`src/rtl/lg_pkg.sv`:
```
// Shared constants, filter action encoding and popcount helper for the NOR bank.
// Optional edge-pulse outputs are enabled with the LG_NOR_EDGE_PULSE_EN macro.
package lg_pkg;

   localparam int LG_CH_DEF     = 4;
   localparam int LG_NIN_DEF    = 5;
   localparam int LG_FILT_W_DEF = 4;
   localparam int LG_TOG_W_DEF  = 16;

   // Popcount operates on a fixed-width vector; banks wider than this are not supported.
   localparam int LG_POP_IN_W  = 64;
   localparam int LG_POP_OUT_W = 7;

   typedef enum logic [1:0] {
      FILT_IDLE  = 2'd0,
      FILT_COUNT = 2'd1,
      FILT_LOAD  = 2'd2
   } filt_act_e;

   function automatic logic [LG_POP_OUT_W-1:0] lg_popcount(input logic [LG_POP_IN_W-1:0] v);
      logic [LG_POP_OUT_W-1:0] s;
      s = '0;
      for (int i = 0; i < LG_POP_IN_W; i++) begin
         s = s + {{(LG_POP_OUT_W-1){1'b0}}, v[i]};
      end
      return s;
   endfunction

endpackage

```
`src/rtl/lg_nor_filt_ch.sv`:
```
// One NOR channel: masked/strobed raw term, sample register and deglitch filter.
// Edge pulses exist only when LG_NOR_EDGE_PULSE_EN is defined.
module lg_nor_filt_ch
   import lg_pkg::*;
#(
   parameter int NIN    = LG_NIN_DEF,
   parameter int FILT_W = LG_FILT_W_DEF
) (
   input  logic              clk,
   input  logic              rst,
   input  logic [NIN-1:0]    a_i,
   input  logic [NIN-1:0]    in_mask_i,
   input  logic              g_i,
   input  logic [FILT_W-1:0] filt_len_i,
   output logic              y_o,
   output logic              toggle_o
`ifdef LG_NOR_EDGE_PULSE_EN
   ,
   output logic              y_rise_o,
   output logic              y_fall_o
`endif
);

   localparam logic [FILT_W-1:0] CNT_ONE = {{(FILT_W-1){1'b0}}, 1'b1};

   logic              raw;
   logic              samp_q, samp_d;
   logic              y_q, y_d;
   logic [FILT_W-1:0] cnt_q, cnt_d;
   filt_act_e         act;

   // Strobe low or an empty mask both leave the NOR output inactive (high).
   assign raw = ~(g_i & (|(a_i & in_mask_i)));

   always_comb begin
      act = FILT_IDLE;
      if (samp_q != y_q) begin
         act = (cnt_q >= filt_len_i) ? FILT_LOAD : FILT_COUNT;
      end
   end

   // cnt never exceeds filt_len when it increments, so it cannot wrap.
   always_comb begin
      samp_d = raw;
      y_d    = y_q;
      cnt_d  = cnt_q;
      case (act)
         FILT_IDLE:  cnt_d = '0;
         FILT_COUNT: cnt_d = cnt_q + CNT_ONE;
         FILT_LOAD: begin
            y_d   = samp_q;
            cnt_d = '0;
         end
         default:    cnt_d = '0;
      endcase
   end

   always_ff @(posedge clk or posedge rst) begin
      if (rst) begin
         samp_q <= 1'b1;
         y_q    <= 1'b1;
         cnt_q  <= '0;
      end else begin
         samp_q <= samp_d;
         y_q    <= y_d;
         cnt_q  <= cnt_d;
      end
   end

   assign y_o      = y_q;
   assign toggle_o = (act == FILT_LOAD);

`ifdef LG_NOR_EDGE_PULSE_EN
   logic rise_q, fall_q;

   // Pulses are registered at the same edge that loads y, so they align with the new value.
   always_ff @(posedge clk or posedge rst) begin
      if (rst) begin
         rise_q <= 1'b0;
         fall_q <= 1'b0;
      end else begin
         rise_q <= (act == FILT_LOAD) &  samp_q;
         fall_q <= (act == FILT_LOAD) & ~samp_q;
      end
   end

   assign y_rise_o = rise_q;
   assign y_fall_o = fall_q;
`endif

endmodule

```
`src/rtl/lg_nor_bank_filt.sv`:
```
// Bank of CH filtered NOR channels with a saturating transition counter.
// Define LG_NOR_EDGE_PULSE_EN to add per-channel y_rise / y_fall pulse outputs.
module lg_nor_bank_filt
   import lg_pkg::*;
#(
   parameter int CH     = LG_CH_DEF,
   parameter int NIN    = LG_NIN_DEF,
   parameter int FILT_W = LG_FILT_W_DEF,
   parameter int TOG_W  = LG_TOG_W_DEF
) (
   input  logic              clk,
   input  logic              rst,
   input  logic [CH*NIN-1:0] a,
   input  logic [CH*NIN-1:0] in_mask,
   input  logic [CH-1:0]     g,
   input  logic [FILT_W-1:0] filt_len,
   input  logic              tog_clr,
   output logic [CH-1:0]     y,
   output logic [TOG_W-1:0]  tog_cnt
`ifdef LG_NOR_EDGE_PULSE_EN
   ,
   output logic [CH-1:0]     y_rise,
   output logic [CH-1:0]     y_fall
`endif
);

   localparam int SUM_W = TOG_W + LG_POP_OUT_W;
   localparam logic [SUM_W-1:0] TOG_MAX = {{LG_POP_OUT_W{1'b0}}, {TOG_W{1'b1}}};

   logic [CH-1:0]           toggle;
   logic [LG_POP_OUT_W-1:0] pop;
   logic [SUM_W-1:0]        sum;
   logic [TOG_W-1:0]        tog_cnt_q, tog_cnt_d;

   for (genvar c = 0; c < CH; c++) begin : g_ch
      lg_nor_filt_ch #(
         .NIN    (NIN),
         .FILT_W (FILT_W)
      ) u_ch (
         .clk        (clk),
         .rst        (rst),
         .a_i        (a[c*NIN +: NIN]),
         .in_mask_i  (in_mask[c*NIN +: NIN]),
         .g_i        (g[c]),
         .filt_len_i (filt_len),
         .y_o        (y[c]),
         .toggle_o   (toggle[c])
`ifdef LG_NOR_EDGE_PULSE_EN
         ,
         .y_rise_o   (y_rise[c]),
         .y_fall_o   (y_fall[c])
`endif
      );
   end

   assign pop = lg_popcount(LG_POP_IN_W'(toggle));
   assign sum = SUM_W'(tog_cnt_q) + SUM_W'(pop);

   // Clear beats any coincident toggles; otherwise add and clamp at all-ones.
   always_comb begin
      tog_cnt_d = tog_cnt_q;
      if (tog_clr) begin
         tog_cnt_d = '0;
      end else if (sum > TOG_MAX) begin
         tog_cnt_d = '1;
      end else begin
         tog_cnt_d = sum[TOG_W-1:0];
      end
   end

   always_ff @(posedge clk or posedge rst) begin
      if (rst) begin
         tog_cnt_q <= '0;
      end else begin
         tog_cnt_q <= tog_cnt_d;
      end
   end

   assign tog_cnt = tog_cnt_q;

endmodule
```
`config.mk`:
```
export PLATFORM = sky130hd
export DESIGN_NAME = lg_nor_bank_filt
export DESIGN_NICKNAME = d
export VERILOG_FILES = /design/src/rtl/lg_pkg.sv /design/src/rtl/lg_nor_filt_ch.sv /design/src/rtl/lg_nor_bank_filt.sv
export SDC_FILE = /design/constraint.sdc
export NUM_CORES = 1
export LEC_CHECK = 0
export BUFFER_PORTS_ARGS = -buffer_cell sky130_fd_sc_hd__buf_2
export CORE_MARGIN = 5
export CORE_UTILIZATION = 46
export CTS_CLUSTER_DIAMETER = 50
export DETAILED_ROUTE_END_ITERATION = 7
export GPL_TIMING_DRIVEN = 0
export PLACE_DENSITY = 0.73
export SYNTH_ARGS = -nofsm -noshare
export SYNTH_HDL_FRONTEND = slang
export SYNTH_SLANG_ARGS = --single-unit
```
`constraint.sdc`:
```
create_clock -name clk -period 6.79 [get_ports clk]
set_input_delay 0.3395 -clock clk [delete_from_list [all_inputs] [get_ports clk]]
set_output_delay 0.3395 -clock clk [all_outputs]
set_load 0.005 [all_outputs]
```
# After elaboration in Yosys (flattened, before gate mapping)
# Cells that the tools add are included.
[classes]
n_addsub = 8
n_mul = 0
div_mod_pow = 0
magnitude_cmp = 5
n_eq_ne = 12
shift = 0
mux = 14
bitwise_logic = 12
n_reduce_logical = 4
[ops]
columns = ["op", "n"]
rows = [
  ["2-to-1 mux 16 bit", 2],
  ["bitwise AND 5 bit", 4],
  ["OR reduction 5 bit", 4],
  ["adder 16 x 4 -> 17 bit", 1],
  ["> comparator 17 x 16 -> 1 bit (second input constant)", 1],
  ["adder 4 x 1 -> 4 bit (second input constant)", 4],
  ["greater-or-equal comparator 4 bit", 4],
  ["2-to-1 mux 2 bit", 8],
  ["2-to-1 mux 4 bit", 4],
  ["== test 2 x 1 -> 1 bit (second input constant)", 4],
  ["== test 2 bit (second input constant)", 4],
  ["adder 3 x 1 -> 4 bit", 1],
  ["bitwise AND 1 bit", 4],
  ["!= test 1 bit", 4],
  ["NOT 1 bit", 4],
  ["adder 2 x 1 -> 3 bit", 1],
  ["adder 1 x 1 -> 2 bit", 1],
]
[totals]
ff_bits = 40
latch_bits = 0
ramBits = 0
romBits = 0
inputBits = 51
out_inout_bits = 20
wordCells = 68
memories = 0

# Depth between registers and ports, before layout
[logic_depth]
depth_word = 11
depth_mapped = 15
mapped_depth_nobuf = 14

# Modules after synthesis
# A second synthesis with hierarchy kept.
[hier_totals]
hier_cells = 238
area_unflattened_um2 = 2496.1
[modules_own_cells]
columns = ["module", "instances", "cells_each", "area_per_inst_um2", "seq_area_each_um2"]
rows = [
  ["lg_nor_filt_ch", 4, 37, 391.6, 152.6],
  ["lg_nor_bank_filt", 1, 90, 929.6, 400.4],
]

# Worst setup path before layout
# No wires, ideal clock.
[synth_timing]
path_type = "flip-flop to flip-flop"
from = "reg g_ch[2].u_ch.cnt_q[0]"
to = "reg tog_cnt_q[4], in the netlist tog_cnt[4]"
setup_time_ns = 0.078
t_arrival_ns = 2.980
required_ns = 6.712
setup_slack_ns = 3.732
stages_incl_launch_ff = 15
path_buffers = 1
period_less_slack_ns = 3.058
path_cell_list = "dfrtp_1 inv_1 ha_1 nand2b_1 a21oi_1 o21ai_0 nand2_1 fa_1 fa_1 inv_1 fa_1 and4_1 buf_4 or2_2 a21oi_1"
[synth_via]
elab_chain_len = 10
[synth_lines]
columns = ["item", "line", "text"]
rows = [
  ["start, declared", "lg_nor_filt_ch.sv:29", "logic [FILT_W-1:0] cnt_q, cnt_d;"],
  ["start signal, assigned", "lg_nor_filt_ch.sv:66", "cnt_q <= cnt_d;"],
  ["greater-or-equal comparator 4 bit (*)", "lg_nor_filt_ch.sv:38", "act = (cnt_q >= filt_len_i) ? FILT_LOAD : FILT_COUNT;"],
  ["2-to-1 mux 2 bit (*)", "lg_nor_filt_ch.sv:38", ""],
  ["2-to-1 mux 2 bit (*)", "lg_nor_filt_ch.sv:37", "if (samp_q != y_q) begin"],
  ["== test 2 bit (*)", "lg_nor_filt_ch.sv:71", "assign toggle_o = (act == FILT_LOAD);"],
  ["adder 2 x 1 -> 3 bit (*)", "lg_pkg.sv:24", "s = s + {{(LG_POP_OUT_W-1){1'b0}}, v[i]};"],
  ["adder 3 x 1 -> 4 bit (*)", "lg_pkg.sv:24", ""],
  ["adder 16 x 4 -> 17 bit (*)", "lg_nor_bank_filt.sv:57", "assign sum = SUM_W'(tog_cnt_q) + SUM_W'(pop);"],
  ["> comparator 17 x 16 -> 1 bit", "lg_nor_bank_filt.sv:64", "end else if (sum > TOG_MAX) begin"],
  ["2-to-1 mux 16 bit (*)", "lg_nor_bank_filt.sv:64", ""],
  ["2-to-1 mux 16 bit (*)", "lg_nor_bank_filt.sv:62", "if (tog_clr) begin"],
  ["named net tog_cnt_d[4]", "lg_nor_bank_filt.sv:33", "logic [TOG_W-1:0] tog_cnt_q, tog_cnt_d;"],
  ["end signal, assigned", "lg_nor_bank_filt.sv:75", "tog_cnt_q <= tog_cnt_d;"],
  ["end, declared", "lg_nor_bank_filt.sv:33", ""],
]
# The timed path passes the listed nets; every way through them passes the cells marked *.
# A chain may end at the register's enable or synchronous reset.

# Worst setup path in the final report
[layout_timing]
from = "reg g_ch[2].u_ch.cnt_q[0]"
to = "reg tog_cnt_q[7], in the netlist tog_cnt[7]"
# Same word-level chain as after synthesis.

==> summary.md <==
| Metric | Value |
|---|---|
| Final WS setup | 3.34 ns |
| Synth area leaders | dfrtp_1, ha_1, dfstp_2 |
| # hold bufs at CTS | 0 |
| Layout cell share with drive strength beyond 1 | 34.2% |
| Largest net degree at the start of global routing | 41 |
| Critical path data required time | 7.00 ns |
| H-Tree Depth | 2 |
| Final #Nets | 375 |
| Synth warnings | 0 |
| Max-Cap Viols | 0 |
| Worst min path class | input pin to flop |
| Synth Instances | 223 |
| Most frequent cells in the layout | buf_2, dfrtp_1, a21oi_1, ha_1 |
| CP Class | flop to flop |
| Sequential Power Share | 42.6% |
| Starting Density | 48.2% |
| Psw | 0.243 mW |
| Status | finished, final reports clean |
| N_diodes | 0 |
| Commonest non-fill, non-tap cell in the layout | buf_2 |
| Total Wirelength | 4770 um |
| Maximum root-to-sink buffer count | 2 |
| Fin crit period | 3.45 ns |
| Seq/Total Area, Yosys | 43.6% |
| Total CTS buffers | 5 |
| Root buffer cell | clkbuf_8 |
| Post-CTS Setup Bufs | 0 |
| Startpoint types | flop |
| Cts repair resizes | 0 |
| Port bufs | 70 |
| Clk_skew | 0.00521 ns |
| Initial drt markers | 53 |
| WP data arrival | 3.66 ns |
| CP Max Fanout | 10 |
| Area growth syn-to-layout | 24.2% |
| Power density cells | 272 nW/um^2 |
| Yosys reg bits | 40 |
| Maximum vdd drop | 151 uV |
| Drt drc | 0 |
| Grt ovf | 0 |
| Final hold vios | 0 |
| Die Span Y | 81.0 um |
| Dpl ws | 3.30 ns |
| Area share of the largest cell type after synthesis | 34.5% |
| Vias in the first global route | 1960 |
| TritonCTS clock tree | done |
| Slew @ Worst Pin | 0.822 ns |
| Initial antenna violation count | 0 |
| Vias post-DR | 1864 |
| 1st-pass router iterations | 4 |
| Rows | 25 |
| Fill cells | 438 |
| # IOs | 71 |
| Post-synth top area cell | dfrtp_1 |
| Slew headroom | 45.1% |
| Setup TNS | 0 ns |
| Max-slew violations | 0 |
| Clock slew at reported path FFs | 0.08 ns |
| Int Power | 0.540 mW |
| Cell leakage power | 1.47 nW |
| Max Freq | 290 MHz |
| Crit end category | flop |
| RSZ-0062 raised after global routing | false |
| Logic pwr share | 30.3% |
| Die width | 81.0 um |
| GRT Total Usage | 15.9% |
| Final setup fails | 0 |
| Syn avg cell area | 10.4 um^2 |
| Post-Syn Nets | 298 |
| Routed Antenna Nets | 0 |
| GPL Wtd Cong | 0.799 |
| Via-to-Cell Ratio | 5.07 |
| Cell Area, Synth | 2320 um^2 |
| Clock power frac | 27.2% |
| Drt wl/cell | 13.0 um |
| Clock sink count | 40 |
| Unique masters post-synth | 38 |
| Global-route wire length before repair | 8160 um |
| Final period utilization | 50.8% |
| Core area | 4820 um^2 |
| Worst skew pair latency | 0.29 ns |
| Net Sw Frac | 31.0% |
| Full die area | 6560 um^2 |
| Final HPWL DP | 3600 um |
## final timing paths
kind | from | endpoint | slack, ns | cells after the start
setup / recovery | g_ch[2].u_ch.cnt_q[0] | tog_cnt[7] | 3.34 | 15
hold / removal | g[1] | g_ch[1].u_ch.samp_q | 0.16 | 2
setup reg to reg | g_ch[2].u_ch.cnt_q[0] | tog_cnt[7] | 3.34 | 15
hold reg to reg | g_ch[3].u_ch.cnt_q[0] | g_ch[3].u_ch.cnt_q[0] | 0.49 | 1
max in group asynchronous | rst | g_ch[1].u_ch.cnt_q[0] | 6.07 | 2
min in group asynchronous | rst | tog_cnt[3] | 0.21 | 2
## critical path, cell delays in order (launching register included)
cell and delay (ns):
dfrtp_1 0.40, inv_1 0.06, ha_1 0.26, nand2b_1 0.10
a21oi_1 0.08, o21ai_0 0.30, nand2_1 0.13, fa_1 0.51
fa_1 0.42, inv_1 0.08, fa_1 0.22, and4_1 0.18
buf_4 0.16, nand4_4 0.11, buf_2 0.21, a21oi_1 0.15
## synthesized netlist by cell type, drive strengths merged
cell	instances
a211oi	1
a21oi	22
a222oi	4
a22oi	4
a31oi	1
and2	1
and2b	1
and3	2
and4	3
buf	7
clkbuf	1
dfrtp	32
dfstp	8
fa	3
ha	21
inv	19
mux2	4
nand2	18
nand2b	4
nand3	6
nand4	4
nor2	16
nor3	1
o2111ai	3
o211ai	5
o21ai	6
o21bai	1
o311a	1
o31ai	1
or2	1
xnor2	5
xor2	17
## through the flow
step | util (%) | power (mW) | hold WS [ns] | instance area [um^2] | std cells
detailed placement | 57.2 | 0.576 | 0.463 | 2750 | 360
global placement | 57.2 | 0.564 | 0.466 | 2750 | 360
CTS | 59.8 | 0.792 | 0.151 | 2880 | 368
finish | 59.8 | 0.783 | 0.160 | 2880 | 368
floorplan | - | 0.501 | 0.379 | 2320 | 223
global route | 59.8 | 0.847 | 0.155 | 2880 | 368
## power groups by stage
stage               Clock, mW  Sequential (mW)  Combinational, mW
floorplan                   0            0.328              0.173
global placement            0            0.335              0.229
detailed placement          0            0.338              0.238
CTS                     0.218            0.334              0.240
global route            0.228            0.341              0.279
finish                  0.213            0.333              0.237
## area by class of cell
| type | instances | area (um^2) | share of cell area (%) |
|---|---|---|---|
| clock buffer | 7 | 96.3 | 3.34 |
| timing repair buffer | 70 | 350 | 12.2 |
| clock inverter | 1 | 30.0 | 1.04 |
| multi-input combinational | 156 | 1180 | 41.0 |
| tap | 67 | 83.8 | 2.91 |
| sequential | 40 | 1010 | 35.1 |
| buffer | 8 | 57.6 | 2.00 |
| inverter | 19 | 71.3 | 2.48 |
## metal layers
layer / up-vias / wire [um] / share of wire, % / GRT usage [%]
met5: - / 0 / 0 / 0
met4: 0 / 87 / 1.8 / 4.73
met3: 9 / 350 / 7.3 / 4.21
met2: 66 / 2210 / 46 / 26.8
met1: 856 / 2120 / 44 / 19.9
li1: 933 / - / - / -
## kinds of logic after synthesis
logic type,Yosys count,synth area share (%)
AOI/OAI and AO/OA,49,14.2
xor gates and xnor gates,22,8.31
adders and majority gates,24,13.9
DFF,40,43.6
and+or+nand+nor,57,12.5
buffers and inverters,27,5.56
muxes,4,1.94
## registers in the layout, summed over array words and instances, names as in the netlist
name and count:
g_ch.u_ch.cnt_q 16, g_ch.u_ch.samp_q 4, g_ch.u_ch.y_o 4, tog_cnt 16
No activity file was read; power rests on OpenSTA's default activity.
